==> config.mk <==
export PLATFORM = sky130hd
export DESIGN_NAME = pipe_hazard_ctrl_flat
export DESIGN_NICKNAME = d
export VERILOG_FILES = /design/src/rtl/pipe_hazard_ctrl_if.sv /design/src/rtl/pipe_hazard_ctrl.sv /design/src/flat_wrapper.sv
export SDC_FILE = /design/constraint.sdc
export NUM_CORES = 1
export LEC_CHECK = 0
export CORE_AREA = 5 5 72 48
export CTS_CLUSTER_SIZE = 20
export DETAILED_ROUTE_END_ITERATION = 8
export DIE_AREA = 0 0 77 53
export GPL_ROUTABILITY_DRIVEN = 1
export GPL_TIMING_DRIVEN = 0
export PLACE_DENSITY = 0.82
export SETUP_SLACK_MARGIN = 0.2
export SLEW_MARGIN = 10
export SYNTH_ARGS = -nofsm -noshare
export SYNTH_HDL_FRONTEND = slang
export SYNTH_SLANG_ARGS = --single-unit
export TNS_END_PERCENT = 20
==> constraint.sdc <==
create_clock -name clk -period 2.6 [get_ports clk]
set_input_delay 0.39 -clock clk [delete_from_list [all_inputs] [get_ports clk]]
set_output_delay 0.39 -clock clk [all_outputs]
set_load 0.01 [all_outputs]
==> src/rtl/pipe_hazard_ctrl_if.sv <==
// rtl/pipe_hazard_ctrl_if.sv - ID-side control bundle between the pipeline and the hazard unit
// Counter signals exist only when HAZ_PERF_CNT_EN is defined.
interface pipe_hazard_ctrl_if #(
  parameter int NSTAGE = 5,
  parameter int REG_AW = 5
`ifdef HAZ_PERF_CNT_EN
  ,
  parameter int CNT_W  = 32
`endif
);
  localparam int FWD_W = $clog2(NSTAGE - 2 + 1);

  logic              id_valid;
  logic [REG_AW-1:0] id_src0_addr;
  logic              id_src0_used;
  logic [REG_AW-1:0] id_src1_addr;
  logic              id_src1_used;
  logic [REG_AW-1:0] id_dst_addr;
  logic              id_wb_we;
  logic              id_is_load;
  logic              id_is_hlt;
  logic              ex_branch_taken;
  logic              pc_stall;
  logic              if_id_stall;
  logic              id_ex_bubble;
  logic              flush_if_id;
  logic [FWD_W-1:0]  fwd_sel0;
  logic [FWD_W-1:0]  fwd_sel1;
  logic              hlt;
`ifdef HAZ_PERF_CNT_EN
  logic [CNT_W-1:0]  stall_cnt;
  logic [CNT_W-1:0]  flush_cnt;
`endif

  modport master (
    output id_valid, id_src0_addr, id_src0_used, id_src1_addr, id_src1_used,
           id_dst_addr, id_wb_we, id_is_load, id_is_hlt, ex_branch_taken,
    input  pc_stall, if_id_stall, id_ex_bubble, flush_if_id, fwd_sel0, fwd_sel1, hlt
`ifdef HAZ_PERF_CNT_EN
    , input stall_cnt, flush_cnt
`endif
  );

  modport slave (
    input  id_valid, id_src0_addr, id_src0_used, id_src1_addr, id_src1_used,
           id_dst_addr, id_wb_we, id_is_load, id_is_hlt, ex_branch_taken,
    output pc_stall, if_id_stall, id_ex_bubble, flush_if_id, fwd_sel0, fwd_sel1, hlt
`ifdef HAZ_PERF_CNT_EN
    , output stall_cnt, flush_cnt
`endif
  );
endinterface

==> src/rtl/pipe_hazard_ctrl.sv <==
// rtl/pipe_hazard_ctrl.sv - hazard/forwarding/flush/halt-drain control for the in-order pipe
// Optional saturating perf counters are built when HAZ_PERF_CNT_EN is defined.
module pipe_hazard_ctrl #(
  parameter int NSTAGE = 5,
  parameter int REG_AW = 5
`ifdef HAZ_PERF_CNT_EN
  ,
  parameter int CNT_W  = 32
`endif
) (
  input logic               clk,
  input logic               rst,
  pipe_hazard_ctrl_if.slave hz
);
  localparam int SLOTS = NSTAGE - 2;
  localparam int FWD_W = $clog2(SLOTS + 1);

  typedef enum logic [1:0] {RUN, DRAIN, HALTED} state_t;

  typedef struct packed {
    logic              valid;
    logic [REG_AW-1:0] dst;
    logic              we;
    logic              load;
    logic              hlt;
  } slot_t;

  state_t     state;
  slot_t      slot [1:SLOTS];
  logic       hlt_q;
  logic       load_use;
  logic       stall;
  logic       bubble;
  logic       issue;
  logic       hlt_issue;
  logic [FWD_W-1:0] sel0;
  logic [FWD_W-1:0] sel1;

  // Scan oldest to youngest so the youngest matching producer overwrites.
  always_comb begin
    sel0 = '0;
    sel1 = '0;
    for (int k = SLOTS; k >= 1; k--) begin
      if (slot[k].valid && slot[k].we && hz.id_src0_used && slot[k].dst == hz.id_src0_addr)
        sel0 = FWD_W'(k);
      if (slot[k].valid && slot[k].we && hz.id_src1_used && slot[k].dst == hz.id_src1_addr)
        sel1 = FWD_W'(k);
    end
  end

  always_comb begin
    load_use  = (state == RUN) && slot[1].valid && slot[1].load &&
                ((hz.id_src0_used && slot[1].dst == hz.id_src0_addr) ||
                 (hz.id_src1_used && slot[1].dst == hz.id_src1_addr));
    stall     = load_use && !hz.ex_branch_taken;
    bubble    = hz.ex_branch_taken || stall;
    issue     = hz.id_valid && !bubble && (state == RUN);
    hlt_issue = issue && hz.id_is_hlt;
  end

  assign hz.fwd_sel0     = sel0;
  assign hz.fwd_sel1     = sel1;
  assign hz.if_id_stall  = stall;
  assign hz.id_ex_bubble = bubble;
  assign hz.pc_stall     = stall || hlt_issue || (state != RUN);
  assign hz.flush_if_id  = hz.ex_branch_taken || (state != RUN);
  assign hz.hlt          = hlt_q;

  always_ff @(posedge clk) begin
    if (!rst) begin
      state <= RUN;
      hlt_q <= 1'b0;
      for (int k = 1; k <= SLOTS; k++) slot[k] <= '0;
    end else begin
      for (int k = SLOTS; k >= 2; k--) slot[k] <= slot[k-1];
      slot[1].valid <= issue;
      slot[1].dst   <= issue ? hz.id_dst_addr : '0;
      slot[1].we    <= issue && hz.id_wb_we;
      slot[1].load  <= issue && hz.id_is_load;
      slot[1].hlt   <= hlt_issue;
      case (state)
        RUN:    if (hlt_issue) state <= DRAIN;
        DRAIN: begin
          // The HLT entry reaching the oldest slot means everything ahead has retired.
          if (slot[SLOTS].valid && slot[SLOTS].hlt) begin
            state <= HALTED;
            hlt_q <= 1'b1;
          end
        end
        HALTED: hlt_q <= 1'b1;
        default: state <= RUN;
      endcase
    end
  end

`ifdef HAZ_PERF_CNT_EN
  logic [CNT_W-1:0] stall_q;
  logic [CNT_W-1:0] flush_q;

  always_ff @(posedge clk) begin
    if (!rst) begin
      stall_q <= '0;
      flush_q <= '0;
    end else begin
      if (stall && !(&stall_q)) stall_q <= stall_q + CNT_W'(1);
      if (hz.ex_branch_taken && !(&flush_q)) flush_q <= flush_q + CNT_W'(1);
    end
  end

  assign hz.stall_cnt = stall_q;
  assign hz.flush_cnt = flush_q;
`endif
endmodule

==> src/flat_wrapper.sv <==
// flat-port wrapper written by rule: the top's interface ports become plain ports
module pipe_hazard_ctrl_flat 
#(
  parameter int NSTAGE = 5,
  parameter int REG_AW = 5

)
  (clk, rst, hz_id_valid, hz_id_src0_addr, hz_id_src0_used, hz_id_src1_addr, hz_id_src1_used, hz_id_dst_addr, hz_id_wb_we, hz_id_is_load, hz_id_is_hlt, hz_ex_branch_taken, hz_pc_stall, hz_if_id_stall, hz_id_ex_bubble, hz_flush_if_id, hz_fwd_sel0, hz_fwd_sel1, hz_hlt);
  pipe_hazard_ctrl_if #(.NSTAGE(NSTAGE), .REG_AW(REG_AW)) hz_i ();
  input logic clk;
  input logic rst;
  input wire logic [$bits(hz_i.id_valid)-1:0] hz_id_valid;
  input wire logic [$bits(hz_i.id_src0_addr)-1:0] hz_id_src0_addr;
  input wire logic [$bits(hz_i.id_src0_used)-1:0] hz_id_src0_used;
  input wire logic [$bits(hz_i.id_src1_addr)-1:0] hz_id_src1_addr;
  input wire logic [$bits(hz_i.id_src1_used)-1:0] hz_id_src1_used;
  input wire logic [$bits(hz_i.id_dst_addr)-1:0] hz_id_dst_addr;
  input wire logic [$bits(hz_i.id_wb_we)-1:0] hz_id_wb_we;
  input wire logic [$bits(hz_i.id_is_load)-1:0] hz_id_is_load;
  input wire logic [$bits(hz_i.id_is_hlt)-1:0] hz_id_is_hlt;
  input wire logic [$bits(hz_i.ex_branch_taken)-1:0] hz_ex_branch_taken;
  output wire logic [$bits(hz_i.pc_stall)-1:0] hz_pc_stall;
  output wire logic [$bits(hz_i.if_id_stall)-1:0] hz_if_id_stall;
  output wire logic [$bits(hz_i.id_ex_bubble)-1:0] hz_id_ex_bubble;
  output wire logic [$bits(hz_i.flush_if_id)-1:0] hz_flush_if_id;
  output wire logic [$bits(hz_i.fwd_sel0)-1:0] hz_fwd_sel0;
  output wire logic [$bits(hz_i.fwd_sel1)-1:0] hz_fwd_sel1;
  output wire logic [$bits(hz_i.hlt)-1:0] hz_hlt;
  assign hz_i.id_valid = hz_id_valid;
  assign hz_i.id_src0_addr = hz_id_src0_addr;
  assign hz_i.id_src0_used = hz_id_src0_used;
  assign hz_i.id_src1_addr = hz_id_src1_addr;
  assign hz_i.id_src1_used = hz_id_src1_used;
  assign hz_i.id_dst_addr = hz_id_dst_addr;
  assign hz_i.id_wb_we = hz_id_wb_we;
  assign hz_i.id_is_load = hz_id_is_load;
  assign hz_i.id_is_hlt = hz_id_is_hlt;
  assign hz_i.ex_branch_taken = hz_ex_branch_taken;
  assign hz_pc_stall = hz_i.pc_stall;
  assign hz_if_id_stall = hz_i.if_id_stall;
  assign hz_id_ex_bubble = hz_i.id_ex_bubble;
  assign hz_flush_if_id = hz_i.flush_if_id;
  assign hz_fwd_sel0 = hz_i.fwd_sel0;
  assign hz_fwd_sel1 = hz_i.fwd_sel1;
  assign hz_hlt = hz_i.hlt;
  pipe_hazard_ctrl #(.NSTAGE(NSTAGE), .REG_AW(REG_AW)) u_core (.clk(clk), .rst(rst), .hz(hz_i));
endmodule
Yosys cells after proc, flatten, opt, wreduce, memory -nomap -nowiden. Memory sizes are Yosys's and may differ from the RTL's. Index checks and enable logic that the tools add are counted.

Register bits after elaboration: 3. Memories kept: 1. Bits in writable memories: 27. Input bits: 24.

Memory list: u_core.slot (words 3, bits a word 9, read ports 3, clocked after memory_dff 0, wr ports 3, line pipe_hazard_ctrl.sv:29) `slot_t slot [1:SLOTS];`.

Bitwise operators: 8. Equal/unequal tests: 10. Reductions and logical operators: 39. Mux-type cells: 21.

Operators with widths (number): equality test 5 bit (6); logical AND 1 bit (27); two-way mux 9 bit (2); two-way mux 2 bit (8); two-way mux 5 bit (2); two-way mux 1 bit (7); bitwise OR 1 bit (7); case mux 2 bit (3 select lines) (1); logical OR 1 bit (5); inequality test 2 x 1 -> 1 bit (second input constant) (2); nonzero test 2 bit (2); AND reduction 3 bit (1); equality test 2 x 1 -> 1 bit (second input constant) (1); equality test 2 bit (second input constant) (1); logical NOT 1 bit (2); logical NOT 2 bit (1); case mux 1 bit (2 select lines) (1); AND reduction 2 bit (1); NOT 1 bit (1).

Logic depth before layout (Yosys ltp).
Depth in word-level cells: 12. Mapped depth: 4. Depth with buffers taken out: 4.

Worst setup path after synthesis. OpenSTA, ideal clock, no wires.

Kind: reg-to-output. Start point: register u_core.state[0]. End point: output port hz_if_id_stall. Slack: 911 ps. Arrival: 1299 ps. Data required time: 2210 ps. Stages on the path, launching flop included: 5. Buffers on the path: 0. Path through: dfxtp_1 and4bb_2 nand3_1 o22ai_2 nor2b_1.

Cells in the longest elaborated chain, start to end: 5.

Ends and longest elaborated chain: start, declared (line pipe_hazard_ctrl.sv:28) `state_t state;`; start signal, assigned (line pipe_hazard_ctrl.sv:71) `state <= RUN;`; start signal, assigned (line pipe_hazard_ctrl.sv:82) `RUN: if (hlt_issue) state <= DRAIN;`; start signal, assigned (line pipe_hazard_ctrl.sv:86) `state <= HALTED;`; logical NOT 2 bit (line pipe_hazard_ctrl.sv:52) `load_use = (state == RUN) && slot[1].valid && slot[1].load &&`; logical AND 1 bit (3 in series) (line pipe_hazard_ctrl.sv:52); logical AND 1 bit (line pipe_hazard_ctrl.sv:55) `stall = load_use && !hz.ex_branch_taken;`; end, declared (line flat_wrapper.sv:23) `output wire logic [$bits(hz_i.if_id_stall)-1:0] hz_if_id_stall;`.

No other way between the ends.

Final worst setup path.
Start point: input port hz_id_src1_addr[3]. End point: output port hz_fwd_sel1[1].

Cells in the longest elaborated chain, start to end: 5. Elaborated cells on any way between the ends: 9. Classes of those cells: eq/ne: 3; mux: 3; reduce/logical: 3.

Ends and longest elaborated chain: start, declared (line flat_wrapper.sv:15) `input wire logic [$bits(hz_i.id_src1_addr)-1:0] hz_id_src1_addr;`; equality test 5 bit (line pipe_hazard_ctrl.sv:46) `if (slot[k].valid && slot[k].we && hz.id_src1_used && slot[k].dst == hz.id_src1_addr)`; logical AND 1 bit (line pipe_hazard_ctrl.sv:46); two-way mux 2 bit (2 in series) (line pipe_hazard_ctrl.sv:46); two-way mux 2 bit * (line pipe_hazard_ctrl.sv:46); end, declared (line flat_wrapper.sv:27) `output wire logic [$bits(hz_i.fwd_sel1)-1:0] hz_fwd_sel1;`.

Mark *: on every way between the ends. The rest lies on a longest branch, timed or not.

==> results.toml <==
[run_status]
status = "finished, final reports clean"

[logic_synthesis]
ys_seq_area_share_pct = 41.9
yosysWarnings = 0
syn-num-nets = 164
avgSynthCellArea_um2 = 9.56
syn_area_um2 = 1340
synth_top_area_cell = "dfxtp_1"
synth.distinct_cells = 30
ys_seq_elements = 28
synth_top_area_share_pct = 41.9
synth_area_leaders = "dfxtp_1 (42%), xnor2_1 (13%), and2_1 (9.8%), xor2_1 (6.5%), nand4_1 (4.2%)"
synthCells = 140

[clock_network]
cts.sinks = 28
cts_inserted_buffers = 3
cts_tree = "done"
cts.clk_slew.worst_paths_ns = 0.09
htreeDepth = 1
cts-root-buf = "clkbuf_8"
cts_hold_buf = 0
insertion_delay_ns = 0.27
clock_path_buffers = 2

[timing]
max_slew.worst_pin.slew_ns = 0.371
timing.fmax_mhz = 409
period_needed_ns = 2.45
fin_ws_ns = 0.155
final.period_utilization_pct = 94.1
setup_viol = 0
rsz0062_at_grt = "true"
finalHoldViolCount = 0
final.setup_skew_ns = 0.00717
slew_headroom_pct = 75.3
slew_viol_final = 0

[worst_setup_path]
cp_cell_sequence = "dlygate4sd2_1, xor2_1, nor4_2, and4_1, o21a_1, clkdlybuf4s50_1"
endpoint_kind = "primary output"
reg2reg_to = "u_core.state[0]"
worstPathMaxFanout = 3
crit_type = "primary input to primary output"
required_ns = 2.21
slowest_delay_ns = 0.53
regToRegSetupSlack_ns = 1.01
crit_path_start_kind = "primary input"
path_delay_family = "buffers and inverters"
cp_num_buf_inv = 2
reg2reg_depth = 6
slowest_stage = "clkdlybuf4s50_1"
timing.rr.start = "u_core.slot[0][14]"
cp.arrival_ns = 2.06

[pwr]
ir_drop_mv = 0.246
power_density_nw_per_um2 = 447
p_leak_uw = 0.000762
p_total_uw = 826

[cells_and_area]
layout_commonest_cell = "dfxtp_1"
drive_above_1_share_pct = 13.3
antennaDiodeCount = 0
mostFrequentLayoutCells = "dfxtp_1 (27), and2_1 (21), xnor2_1 (16), clkdlybuf4s50_1 (16)"
multi_input_area_um2 = 811
fillCellCount = 212
area_delta_synth_final_pct = 37.9
nNetsFinal = 206
seq_area_um2 = 562

[global_route]
overflow = 0
gr-usage-all-layers_pct = 17.4
antenna_found_initial = 0
grt_pass1_wl_mm = 5.50
grt_start_max_net_pins = 16
grt_pass1_vias = 1142

[drt]
drt-initial-drc-count = 78
dr.pass1.iters = 4
routed_wl_mm = 3.27
antenna_left = 0
vias_per_cell = 5.21
drc = 0
wl_per_cell_um = 15.2
vias = 1120

[die]
initial_core_util_pct = 49.2
row_count = 15
die_x_um = 77
die_y_um = 53
die_area_um2 = 4080
ios = 33
core_area_um2 = 2720

[placement]
dp_slack_ns = -0.358
port-buffer-count = 32
post-dp-hpwl_mm = 2.50
gp_congestion = 0.930

[hold_path]
whs_path_depth = 1
min_to = "u_core.slot[0][27]"
min_from = "u_core.slot[0][18]"
hold_class = "flip-flop to flip-flop"

[run]
maxCapViolCount = 0
-- worst reg2reg max path, delay by kind of cell (launching register included) --
family,cells,cell delay [ns]
xor+xnor,1,0.15
buf+inv,2,0.35
flops,1,0.42
simple gates,1,0.21
compound gates,2,0.36
-- layer usage --
metal / wire length, um / GRT usage (%) / up-vias
met3: 201 / 5.44 / 7
met5: 0 / 0 / -
met2: 1440 / 27.3 / 38
met1: 1570 / 22.6 / 507
met4: 56 / 6.00 / 0
li1: - / - / 568
-- flip-flops by register name, summed over array words and instances, names as in the netlist --
name,flops
u_core.hz.hlt,1
u_core.slot,25
u_core.state,2
-- power breakdown --
group / total [uW] / internal (uW) / switching [uW]
clock network: 260 / 135 / 124
logic: 121 / 65.2 / 55.4
registers: 446 / 437 / 8.48
total: 826 / 638 / 188
-- how the worst max path moves through the flow --
stage	slack, ns	from	cells past startpoint	endpoint
floorplan	0.91	u_core.state[0]	4	hz_if_id_stall
global placement	-0.30	hz_id_src0_addr[0]	6	hz_if_id_stall
detailed placement	-0.36	hz_id_src0_addr[3]	6	hz_if_id_stall
CTS	0.007	hz_id_src0_addr[2]	6	hz_fwd_sel0[1]
global route	0.04	hz_id_src1_addr[3]	6	hz_fwd_sel1[1]
finish	0.15	hz_id_src1_addr[3]	6	hz_fwd_sel1[1]
-- cells in the mapped netlist --
cell      instances
nor2_1            1
a31oi_1           1
dfxtp_1          28
nand4_1           9
buf_1             1
o22ai_1           1
o22ai_2           1
clkbuf_1          2
nand3_1           6
xnor2_1          20
nor4_4            1
nand2b_1          1
o21ai_0           1
nor2b_1           1
o22a_1            2
nor4_1            2
nor3_1            9
and2_1           21
and4_1            2
or2_2             2
and4bb_2          1
nor3b_1           2
o21a_1            2
and3_1            1
a21o_1            1
or3_1             1
nand2_1           8
buf_6             1
mux2i_1           1
xor2_1           10
-- repair_timing --
| item | in CTS | in global routing |
|---|---|---|
| endpoints found under the setup margin | 7 | 7 |
| hold endpoints to repair | 0 | 0 |
| pin swaps | 4 | 5 |
| gates resized for setup | 18 | 9 |
| setup buffers | 5 | 0 |
| cloned | 0 | 0 |
-- kinds of logic (layout without fill, tap and decap cells) --
family	after synthesis	in the layout	share of synthesized area [%]
xor gates and xnor gates	30	30	19.6
muxes	1	1	0.748
buffers and inverters	4	45	1.68
and+or+nand+nor	68	68	30.8
DFF	28	28	41.9
AOI/OAI and AO/OA	9	9	5.23
-- layout make-up --
class	count	share of cell area (%)
Clock buffer	4	2.98
Tap cell	34	2.31
Buffer	4	1.22
Sequential cell	28	30.4
Timing Repair Buffer	37	19.1
Multi-Input combinational cell	108	43.9
-- per-stage QoR --
step	hold slack (ns)	setup TNS (ns)	instances	utilization, %	cell area (um^2)
floorplan	0.412	0	140	-	1340
global placement	0.413	-1.15	206	62.5	1700
detailed placement	0.422	-1.58	206	62.5	1700
CTS	0.441	0	215	67.3	1830
global route	0.465	0	215	67.8	1850
finish	0.432	0	215	67.8	1850
No activity file was read; power rests on OpenSTA's default activity.
